`config.mk`:
```
export PLATFORM = sky130hd
export DESIGN_NAME = chrontel_config_sequencer
export DESIGN_NICKNAME = d
export VERILOG_FILES = /design/src/rtl/chrontel_pkg.sv /design/src/rtl/config_delay_counter.sv /design/src/rtl/chrontel_config_sequencer.sv
export SDC_FILE = /design/constraint.sdc
export NUM_CORES = 1
export LEC_CHECK = 0
export BUFFER_PORTS_ARGS = -buffer_cell sky130_fd_sc_hd__buf_2
export CAP_MARGIN = 10
export CORE_ASPECT_RATIO = 0.7
export CORE_UTILIZATION = 50
export CTS_BUF_LIST = sky130_fd_sc_hd__clkbuf_8
export DETAILED_ROUTE_END_ITERATION = 16
export PLACE_DENSITY = 0.73
export SLEW_MARGIN = 25
export SYNTH_ARGS = -nofsm -noshare
export SYNTH_HDL_FRONTEND = slang
export SYNTH_SLANG_ARGS = --single-unit
```
`constraint.sdc`:
```
create_clock -name clk -period 2.1 [get_ports clk]
set_input_delay 0.105 -clock clk [delete_from_list [all_inputs] [get_ports clk]]
set_output_delay 0.105 -clock clk [all_outputs]
set_load 0.02 [all_outputs]
```
`src/rtl/chrontel_pkg.sv`:
```
// Shared definitions for the Chrontel configuration sequencer: FSM states and
// the register init table walked in index order.
package chrontel_pkg;

  localparam int unsigned CH_NUM_REGS = 8;

  typedef enum logic [3:0] {
    StIdle,
    StRstHold,
    StRstRecover,
    StIssueWr,
    StWaitWr,
    StIssueRd,
    StWaitRd,
    StNext,
    StDone,
    StError
  } ch_state_e;

  function automatic logic [7:0] ch_reg_addr(input logic [2:0] idx);
    case (idx)
      3'd0:    ch_reg_addr = 8'h1C;
      3'd1:    ch_reg_addr = 8'h1D;
      3'd2:    ch_reg_addr = 8'h1F;
      3'd3:    ch_reg_addr = 8'h21;
      3'd4:    ch_reg_addr = 8'h33;
      3'd5:    ch_reg_addr = 8'h34;
      3'd6:    ch_reg_addr = 8'h36;
      default: ch_reg_addr = 8'h49;
    endcase
  endfunction

  function automatic logic [7:0] ch_reg_data(input logic [2:0] idx);
    case (idx)
      3'd0:    ch_reg_data = 8'h00;
      3'd1:    ch_reg_data = 8'h48;
      3'd2:    ch_reg_data = 8'h80;
      3'd3:    ch_reg_data = 8'h09;
      3'd4:    ch_reg_data = 8'h08;
      3'd5:    ch_reg_data = 8'h16;
      3'd6:    ch_reg_data = 8'h60;
      default: ch_reg_data = 8'hC0;
    endcase
  endfunction

endpackage

```
`src/rtl/config_delay_counter.sv`:
```
// One-shot down counter: start loads a cycle count, expire is high during the
// final cycle of the interval. A start in the expire cycle re-arms it.
module config_delay_counter #(
  parameter int unsigned WIDTH = 10
) (
  input  logic             clk,
  input  logic             rst_b,
  input  logic             start,
  input  logic [WIDTH-1:0] load_val,
  output logic             expire
);

  logic [WIDTH-1:0] cnt_q;
  logic             active_q;

  assign expire = active_q && (cnt_q == '0);

  always_ff @(posedge clk or negedge rst_b) begin
    if (!rst_b) begin
      cnt_q    <= '0;
      active_q <= 1'b0;
    end else if (start) begin
      active_q <= 1'b1;
      // A zero load behaves like a one-cycle interval.
      cnt_q    <= (load_val == '0) ? '0 : load_val - WIDTH'(1);
    end else if (expire) begin
      active_q <= 1'b0;
    end else if (active_q) begin
      cnt_q <= cnt_q - WIDTH'(1);
    end
  end

endmodule

```
`src/rtl/chrontel_config_sequencer.sv`:
```
// Resets the Chrontel DVI transmitter and writes its init table over I2C with
// per-entry retry. Define CHRONTEL_CFG_READBACK_EN to verify each write by readback.
module chrontel_config_sequencer
  import chrontel_pkg::*;
#(
  parameter int unsigned RESET_HOLD_CYCLES    = 1000,
  parameter int unsigned RESET_RECOVER_CYCLES = 1000,
  parameter int unsigned MAX_RETRIES          = 3,
  parameter logic [6:0]  DEV_ADDR             = 7'h76
) (
  input  logic       clk,
  input  logic       rst_b,
  input  logic       start,
  output logic       i2c_req_valid,
  input  logic       i2c_req_ready,
  output logic [6:0] i2c_req_dev,
  output logic       i2c_req_rw,
  output logic [7:0] i2c_req_addr,
  output logic [7:0] i2c_req_data,
  input  logic       i2c_rsp_valid,
  input  logic       i2c_rsp_nack,
  input  logic [7:0] i2c_rsp_data,
  output logic       dvi_reset_b,
  output logic       busy,
  output logic       done,
  output logic       error,
  output logic [2:0] err_index
);

  localparam int unsigned MaxDelay = (RESET_HOLD_CYCLES > RESET_RECOVER_CYCLES) ?
                                     RESET_HOLD_CYCLES : RESET_RECOVER_CYCLES;
  localparam int unsigned CntW     = (MaxDelay < 2) ? 1 : $clog2(MaxDelay + 1);
  localparam int unsigned RetryW   = (MAX_RETRIES < 1) ? 1 : $clog2(MAX_RETRIES + 1);

  ch_state_e         state_q;
  logic [2:0]        index_q;
  logic [RetryW-1:0] retry_q;
  logic              cnt_start;
  logic              cnt_expire;
  logic [CntW-1:0]   cnt_load;
  logic              rsp_fail;

  assign i2c_req_dev = DEV_ADDR;

  // One counter times both reset phases; recover is armed in the hold expire cycle.
  always_comb begin
    cnt_start = 1'b0;
    cnt_load  = CntW'(RESET_HOLD_CYCLES);
    if ((state_q == StIdle || state_q == StDone || state_q == StError) && start) begin
      cnt_start = 1'b1;
    end else if (state_q == StRstHold && cnt_expire) begin
      cnt_start = 1'b1;
      cnt_load  = CntW'(RESET_RECOVER_CYCLES);
    end
  end

  config_delay_counter #(
    .WIDTH(CntW)
  ) u_delay (
    .clk     (clk),
    .rst_b   (rst_b),
    .start   (cnt_start),
    .load_val(cnt_load),
    .expire  (cnt_expire)
  );

  always_comb begin
    rsp_fail = i2c_rsp_nack;
`ifdef CHRONTEL_CFG_READBACK_EN
    if (state_q == StWaitRd && i2c_rsp_data != ch_reg_data(index_q)) begin
      rsp_fail = 1'b1;
    end
`endif
  end

`ifndef CHRONTEL_CFG_READBACK_EN
  logic unused_rsp_data;
  assign unused_rsp_data = ^i2c_rsp_data;
`endif

  always_ff @(posedge clk or negedge rst_b) begin
    if (!rst_b) begin
      state_q       <= StIdle;
      index_q       <= '0;
      retry_q       <= '0;
      dvi_reset_b   <= 1'b0;
      i2c_req_valid <= 1'b0;
      i2c_req_rw    <= 1'b0;
      i2c_req_addr  <= '0;
      i2c_req_data  <= '0;
      busy          <= 1'b0;
      done          <= 1'b0;
      error         <= 1'b0;
      err_index     <= '0;
    end else begin
      unique case (state_q)
        StIdle, StDone, StError: begin
          if (start) begin
            state_q     <= StRstHold;
            index_q     <= '0;
            retry_q     <= '0;
            dvi_reset_b <= 1'b0;
            busy        <= 1'b1;
            done        <= 1'b0;
            error       <= 1'b0;
            err_index   <= '0;
          end
        end
        StRstHold: begin
          if (cnt_expire) begin
            dvi_reset_b <= 1'b1;
            state_q     <= StRstRecover;
          end
        end
        StRstRecover: begin
          if (cnt_expire) begin
            state_q       <= StIssueWr;
            index_q       <= '0;
            i2c_req_valid <= 1'b1;
            i2c_req_rw    <= 1'b0;
            i2c_req_addr  <= ch_reg_addr(3'd0);
            i2c_req_data  <= ch_reg_data(3'd0);
          end
        end
        StIssueWr, StIssueRd: begin
          if (i2c_req_ready) begin
            i2c_req_valid <= 1'b0;
            state_q       <= (state_q == StIssueWr) ? StWaitWr : StWaitRd;
          end
        end
        StWaitWr, StWaitRd: begin
          if (i2c_rsp_valid) begin
            if (rsp_fail) begin
              if (retry_q < RetryW'(MAX_RETRIES)) begin
                retry_q       <= retry_q + RetryW'(1);
                state_q       <= StIssueWr;
                i2c_req_valid <= 1'b1;
                i2c_req_rw    <= 1'b0;
              end else begin
                state_q   <= StError;
                error     <= 1'b1;
                busy      <= 1'b0;
                err_index <= index_q;
              end
            end else if (state_q == StWaitWr) begin
`ifdef CHRONTEL_CFG_READBACK_EN
              state_q       <= StIssueRd;
              i2c_req_valid <= 1'b1;
              i2c_req_rw    <= 1'b1;
`else
              state_q <= StNext;
`endif
            end else begin
              state_q <= StNext;
            end
          end
        end
        StNext: begin
          retry_q <= '0;
          if (index_q == 3'(CH_NUM_REGS - 1)) begin
            state_q <= StDone;
            done    <= 1'b1;
            busy    <= 1'b0;
          end else begin
            index_q       <= index_q + 3'd1;
            state_q       <= StIssueWr;
            i2c_req_valid <= 1'b1;
            i2c_req_rw    <= 1'b0;
            i2c_req_addr  <= ch_reg_addr(index_q + 3'd1);
            i2c_req_data  <= ch_reg_data(index_q + 3'd1);
          end
        end
        default: state_q <= StIdle;
      endcase
    end
  end

endmodule

```
==> impl_metrics.csv, run 1 <==
group,metric,value,unit
run_status,status,"completed",
layout,diodes,0,
routing,dr.pass1.iters,4,
routing,vias,1966,
timing,slew_viol_final,0,
floorplan,io_pins,46,
clock_network,clkTransAtPathRegs,0.08,ns
clock_network,cts_tree,"done",
critical_path,endpoint_kind,"register",
floorplan,dieArea,5160,um^2
clock_network,cts_buffers,5,
routing,wl_per_cell,15.3,um
min_path,hp-class,"in2reg",
routing,drt_iter0_drc,107,
logic_synthesis,synth_area_per_cell,10.1,um^2
routing,ant_nets,0,
power_and_ir_drop,ir_drop,0.000762,V
routing,drc,0,
critical_path,crit_type,"reg2reg",
timing,fmax,511,MHz
timing,rsz0062_at_grt,"false",
clock_network,clockBufferDepth,2,
clock_network,cts_resized,0,
layout,area_delta_synth_final,14.9,%
floorplan,die_x,85.4,um
global_route,antenna_found_initial,0,
power_and_ir_drop,leakagePower,0.00131,uW
logic_synthesis,ys_types,62,
routing,totalWireLength,5.21,mm
clock_network,cts-root-buf,"clkbuf_8",
place,placed_area,2690,um^2
timing,period_share,93.3,%
layout,fin_nets,307,
layout,final_area,2800,um^2
logic_synthesis,netlist_area,2440,um^2
place,gp_congestion,0.923,
logic_synthesis,ys.flop_type,"dfrtp_1",
timing,setup_tns,0,ns
layout,fill_cells,388,
floorplan,fp.dieH,60.4,um
global_route,grt_pass1_vias,1738,
layout,final_common_cell,"dfrtp_1",
clock_network,clock_latency,0.29,ns
logic_synthesis,synth_warnings,0,
job,max_cap_violations,0,
global_route,grt_usage,22.5,%
place,hpwl,4.00,mm
timing,final-setup-viol-count,0,
layout,mostFrequentLayoutCells,"dfrtp_1 (41), buf_2 (28), nand2_1 (20), buf_4 (19), inv_1 (14)",
logic_synthesis,ys_seq_area_share,42.1,%
power_and_ir_drop,powerDensity,1440,nW/um^2
logic_synthesis,syn_inst,241,
routing,vias_per_cell,5.78,
floorplan,core-area,4500,um^2
timing,hold_viol_final,0,
logic_synthesis,synth_edf_count,0,
global_route,grt_max_degree,24,
place,port_buffers,28,
logic_synthesis,ys_ff_latch,41,
logic_synthesis,async_flop_share,100,%
global_route,grt_pass1_wl,8.74,mm
global_route,grt_overflow,0,
timing,clock_skew,0.00773,ns
critical_path,cp-start-kind,"register",
clock_network,cts.sinks,41,
floorplan,start_util,54.1,%
clock_network,htree_levels,2,
critical_path,path_max_fanout,4,
critical_path,required,2.28,ns
critical_path,critical_path_arrival,2.14,ns
layout,drive_gt1_share,24.6,%
timing,min_period,1.96,ns
floorplan,num_rows,20,
-- what timing repair did --
action | 4_1_cts | 5_1_grt
setup buffers | 0 | 0
hold buffers | 1 | 0
endpoints found under the hold margin | 18 | 0
-- synthesized netlist by cell type (7+ instances only) --
cell type	count	area, um^2
nand3_1	9	45.0
o21ai_0	9	45.0
dfrtp_1	41	1030
nand2_1	20	75.1
nor2_1	10	37.5
nand2b_1	7	43.8
buf_4	11	82.6
nor3_1	8	40.0
ha_1	9	113
inv_1	14	52.6
-- power breakdown --
part / internal [uW] / total, uW / switching (uW)
Clock: 266 / 534 / 268
Sequential: 1060 / 1350 / 283
Combinational: 955 / 2160 / 1210
Total: 2290 / 4040 / 1760
-- layout make-up --
| cell class | count | area, um^2 | share of cell area, % |
|---|---|---|---|
| well taps | 55 | 68.8 | 2.46 |
| repair buffers | 48 | 293 | 10.5 |
| flip-flops and latches | 41 | 1030 | 36.6 |
| inverters | 14 | 52.6 | 1.88 |
| multi-input cells | 174 | 1260 | 45.1 |
| clock inverters | 2 | 13.8 | 0.492 |
| clock buffers | 6 | 82.6 | 2.95 |
-- metal layers --
layer	track usage (%)	up-vias	routed length (um)	share of wire, %
met2	28.9	61	2030	39
met4	7.14	0	64	1.2
met5	0	-	0	0
met1	36.8	950	2840	54
met3	4.76	7	283	5.4
li1	-	948	-	-
-- worst paths after layout --
path	startpoint	end	slack (ns)	cells after the start
setup / recovery	u_delay.cnt_q[0]	state_q[2]	0.14	6
hold / removal	i2c_req_ready	i2c_req_valid	0.15	4
setup reg to reg	u_delay.cnt_q[0]	state_q[2]	0.14	6
hold reg to reg	dvi_reset_b	dvi_reset_b	0.47	2
max in group asynchronous	rst_b	u_delay.cnt_q[9]	1.16	3
min in group asynchronous	rst_b	state_q[1]	0.29	2
-- sequential cells by signal, indices dropped and copies added (netlist names) --
signal / count
state_q: 4
busy: 1
index_q: 3
u_delay.cnt_q: 10
retry_q: 2
i2c_req_addr: 7
i2c_req_valid: 1
done: 1
error: 1
i2c_req_data: 6
dvi_reset_b: 1
u_delay.active_q: 1
err_index: 3
-- logic make-up after synthesis --
group | share of synthesized area [%]
and+or+nand+nor | 19.3
AOI/OAI and AO/OA | 21.3
adders and majority gates | 4.62
DFF | 42.1
muxes | 3.18
other | 0.308
buffers and inverters | 7.09
xor gates and xnor gates | 2.16
-- stage by stage --
step | util (%) | instances | setup WS [ns] | hold WS, ns | total power, uW
finish | 62.2 | 340 | 0.142 | 0.153 | 4040
global route | 62.2 | 340 | 0.00413 | 0.165 | 4370
CTS | 62.2 | 340 | 0.167 | 0.139 | 4050
detailed placement | 59.8 | 331 | 0.185 | 0.0739 | 3490
global placement | 59.8 | 331 | 0.212 | 0.0657 | 3440
floorplan | - | 248 | 0.274 | -0.191 | 2900
-- critical path, cell delays in order, from the launching register on --
cell and delay, ns:
dfrtp_1 0.38, inv_1 0.11, ha_1 0.20, nor2b_1 0.24
nand3_2 0.21, a211oi_4 0.37, mux2_4 0.33
Power figures use the tool's default switching activity.
==> run 2, diff against run 1 <==
Settings changed: CELL_PAD_IN_SITES_DETAIL_PLACEMENT set to 1, CELL_PAD_IN_SITES_GLOBAL_PLACEMENT set to 2, CORE_UTILIZATION 50 to 36, PLACE_DENSITY 0.73 to unset, PLACE_DENSITY_LB_ADDON set to 0.1.
==> run 2 against run 1 <==
Sequential share of layout area down 1.3 points. Cell area up 3.7%. Flip-flop and latch count unchanged. Fmax down 0.61%. Hold slack better by 0.0026 ns. Power up 8.6%. Clock-buffer cell count down 1. Register-to-register slack about the same. Via count up 0.41%. Wire length up 19%. Critical path type unchanged. Highest routed layer unchanged.
==> impl_metrics.csv, run 2 (synthesized netlist as in run 1, its figures left out) <==
group,metric,value,unit
clock_network,cts-root-buf,"clkbuf_8",
routing,drt_iter0_drc,66,
routing,drc,0,
critical_path,rrSetupSlack,0.13,ns
routing,ant_nets,0,
critical_path,endpoint_kind,"register",
timing,min_period,1.97,ns
routing,dr.max_layer_used,"met4",
layout,diodes,0,
routing,wl_met2,2.27,mm
critical_path,crit_type,"reg2reg",
power_and_ir_drop,leakagePower,0.00134,uW
global_route,grt_usage,19.6,%
layout,area_delta_synth_final,19.2,%
timing,hold_viol_final,0,
critical_path,rr_startpoint,"state_q[3]",
routing,vias,1974,
routing,dr.pass1.iters,4,
routing,routed-wl-met3,280,um
floorplan,core-area,6370,um^2
clock_network,clockBufferDepth,2,
power_and_ir_drop,ir_drop,0.000581,V
timing,period_share,93.8,%
layout,regMostFlops,"u_delay.cnt_q",
floorplan,die_x,100,um
clock_network,htree_levels,2,
timing,fmax,507,MHz
critical_path,required,2.34,ns
layout,top_regs,"u_delay.cnt_q (10), i2c_req_addr (7), i2c_req_data (6)",
floorplan,dieArea,7110,um^2
global_route,grt_pass1_vias,1973,
clock_network,clkTransAtPathRegs,0.09,ns
layout,utilization,45.6,%
layout,mostFrequentLayoutCells,"dfrtp_1 (41), buf_2 (28), buf_4 (21), nand2_1 (20), inv_1 (14)",
critical_path,critical_path_arrival,2.21,ns
routing,vias_per_cell,5.22,
job,max_cap_violations,0,
timing,worst_slew_pin_slew,0.492,ns
timing,final-setup-viol-count,0,
global_route,antenna_found_initial,0,
run_status,status,"completed",
floorplan,start_util,38.3,%
timing,rsz0062_at_grt,"false",
critical_path,slowest_delay,0.53,ns
critical_path,crit_top_cell,"buf_4",
clock_network,cts_tree,"done",
critical_path,cp_slowest_cell,"dfrtp_1",
place,port_buffers,28,
routing,totalWireLength,6.20,mm
timing,slew_viol_final,0,
clock_network,cts_buffers,5,
min_path,hp-class,"in2reg",
floorplan,fp.dieH,70.8,um
global_route,grt_max_degree,17,
critical_path,path_cells,"or3b_1, buf_4, nor3_1, buf_4, a22o_1",
place,gp_congestion,0.809,
layout,drive_gt1_share,25.4,%
place,hpwl,4.87,mm
critical_path,critPathLaunch,"state_q[3]",
timing,clock_skew,0.00903,ns
timing,slew_headroom,66.8,%
layout,fill_cells,753,
layout,fin_nets,309,
clock_network,cts.sinks,41,
power_and_ir_drop,powerDensity,1510,nW/um^2
critical_path,path_max_fanout,13,
critical_path,rr_worst_depth,5,
global_route,grt_overflow,0,
global_route,grt_pass1_wl,10.7,mm
floorplan,num_rows,24,
layout,largest_reg_flops,10,
timing,setup_tns,0,ns
routing,wl_met1,3.60,mm
critical_path,cp-start-kind,"register",
critical_path,cp-endpoint,"err_index[1]",
floorplan,io_pins,46,
routing,wl_per_cell,16.4,um
clock_network,clock_latency,0.30,ns
layout,final_common_cell,"dfrtp_1",
critical_path,r2r-end,"err_index[1]",
[run 2: how the worst min path moves through the flow]
stage / from / to / slack, ns / depth (start not counted)
after floorplan: rst_b / busy / -0.19 / 0
after global placement: rst_b / u_delay.cnt_q[3] / -0.01 / 1
after detailed placement: rst_b / u_delay.cnt_q[0] / -0.01 / 1
after CTS: i2c_req_ready / i2c_req_valid / 0.14 / 4
after global routing: i2c_req_ready / i2c_req_valid / 0.16 / 4
final: i2c_req_ready / i2c_req_valid / 0.16 / 4
[run 2: area by class of cell]
cell class	instances	area [um^2]	area share [%]
inverter	14	52.6	1.81
sequential	41	1030	35.3
tap	91	114	3.92
multi-input combinational	174	1270	43.6
timing repair buffer	50	308	10.6
clock inverter	3	68.8	2.37
clock buffer	5	68.8	2.37
[run 2: critical path, delay by kind of cell, from the launching register on]
kind / cells / cell delay, ns
flip-flops: 1 / 0.53
AND/OR/NAND/NOR: 2 / 0.85
AO/OA/AOI/OAI: 1 / 0.14
buffers and inverters: 2 / 0.39
[run 2: repair_timing]
action | CTS | global route
hold buffers | 1 | 0
resized for setup | 0 | 1
endpoints found under the hold margin | 28 | 0
setup endpoints to repair | 0 | 1
buffers inserted | 0 | 0
[run 2: through the flow]
stage	worst slack, ns	std cells	area [um^2]	hold slack (ns)	power (uW)
floorplan	0.274	248	2460	-0.191	2900
global placement	0.198	369	2750	-0.0135	3570
detailed placement	0.189	369	2750	-0.0140	3600
CTS	0.166	378	2900	0.136	4410
global route	0.0532	378	2900	0.156	4720
finish	0.129	378	2900	0.155	4390
[run 2: routing by layer]
metal,track usage (%),vias to the layer above
met2,24.9,46
li1,-,950
met5,0,-
met4,4.35,0
met3,3.26,5
met1,33.3,973
[run 2: where the power goes]
part / switching (uW) / total, uW / internal (uW)
sequential: 282 / 1350 / 1060
combinational: 1280 / 2260 / 984
clock: 303 / 781 / 479
total: 1860 / 4390 / 2530
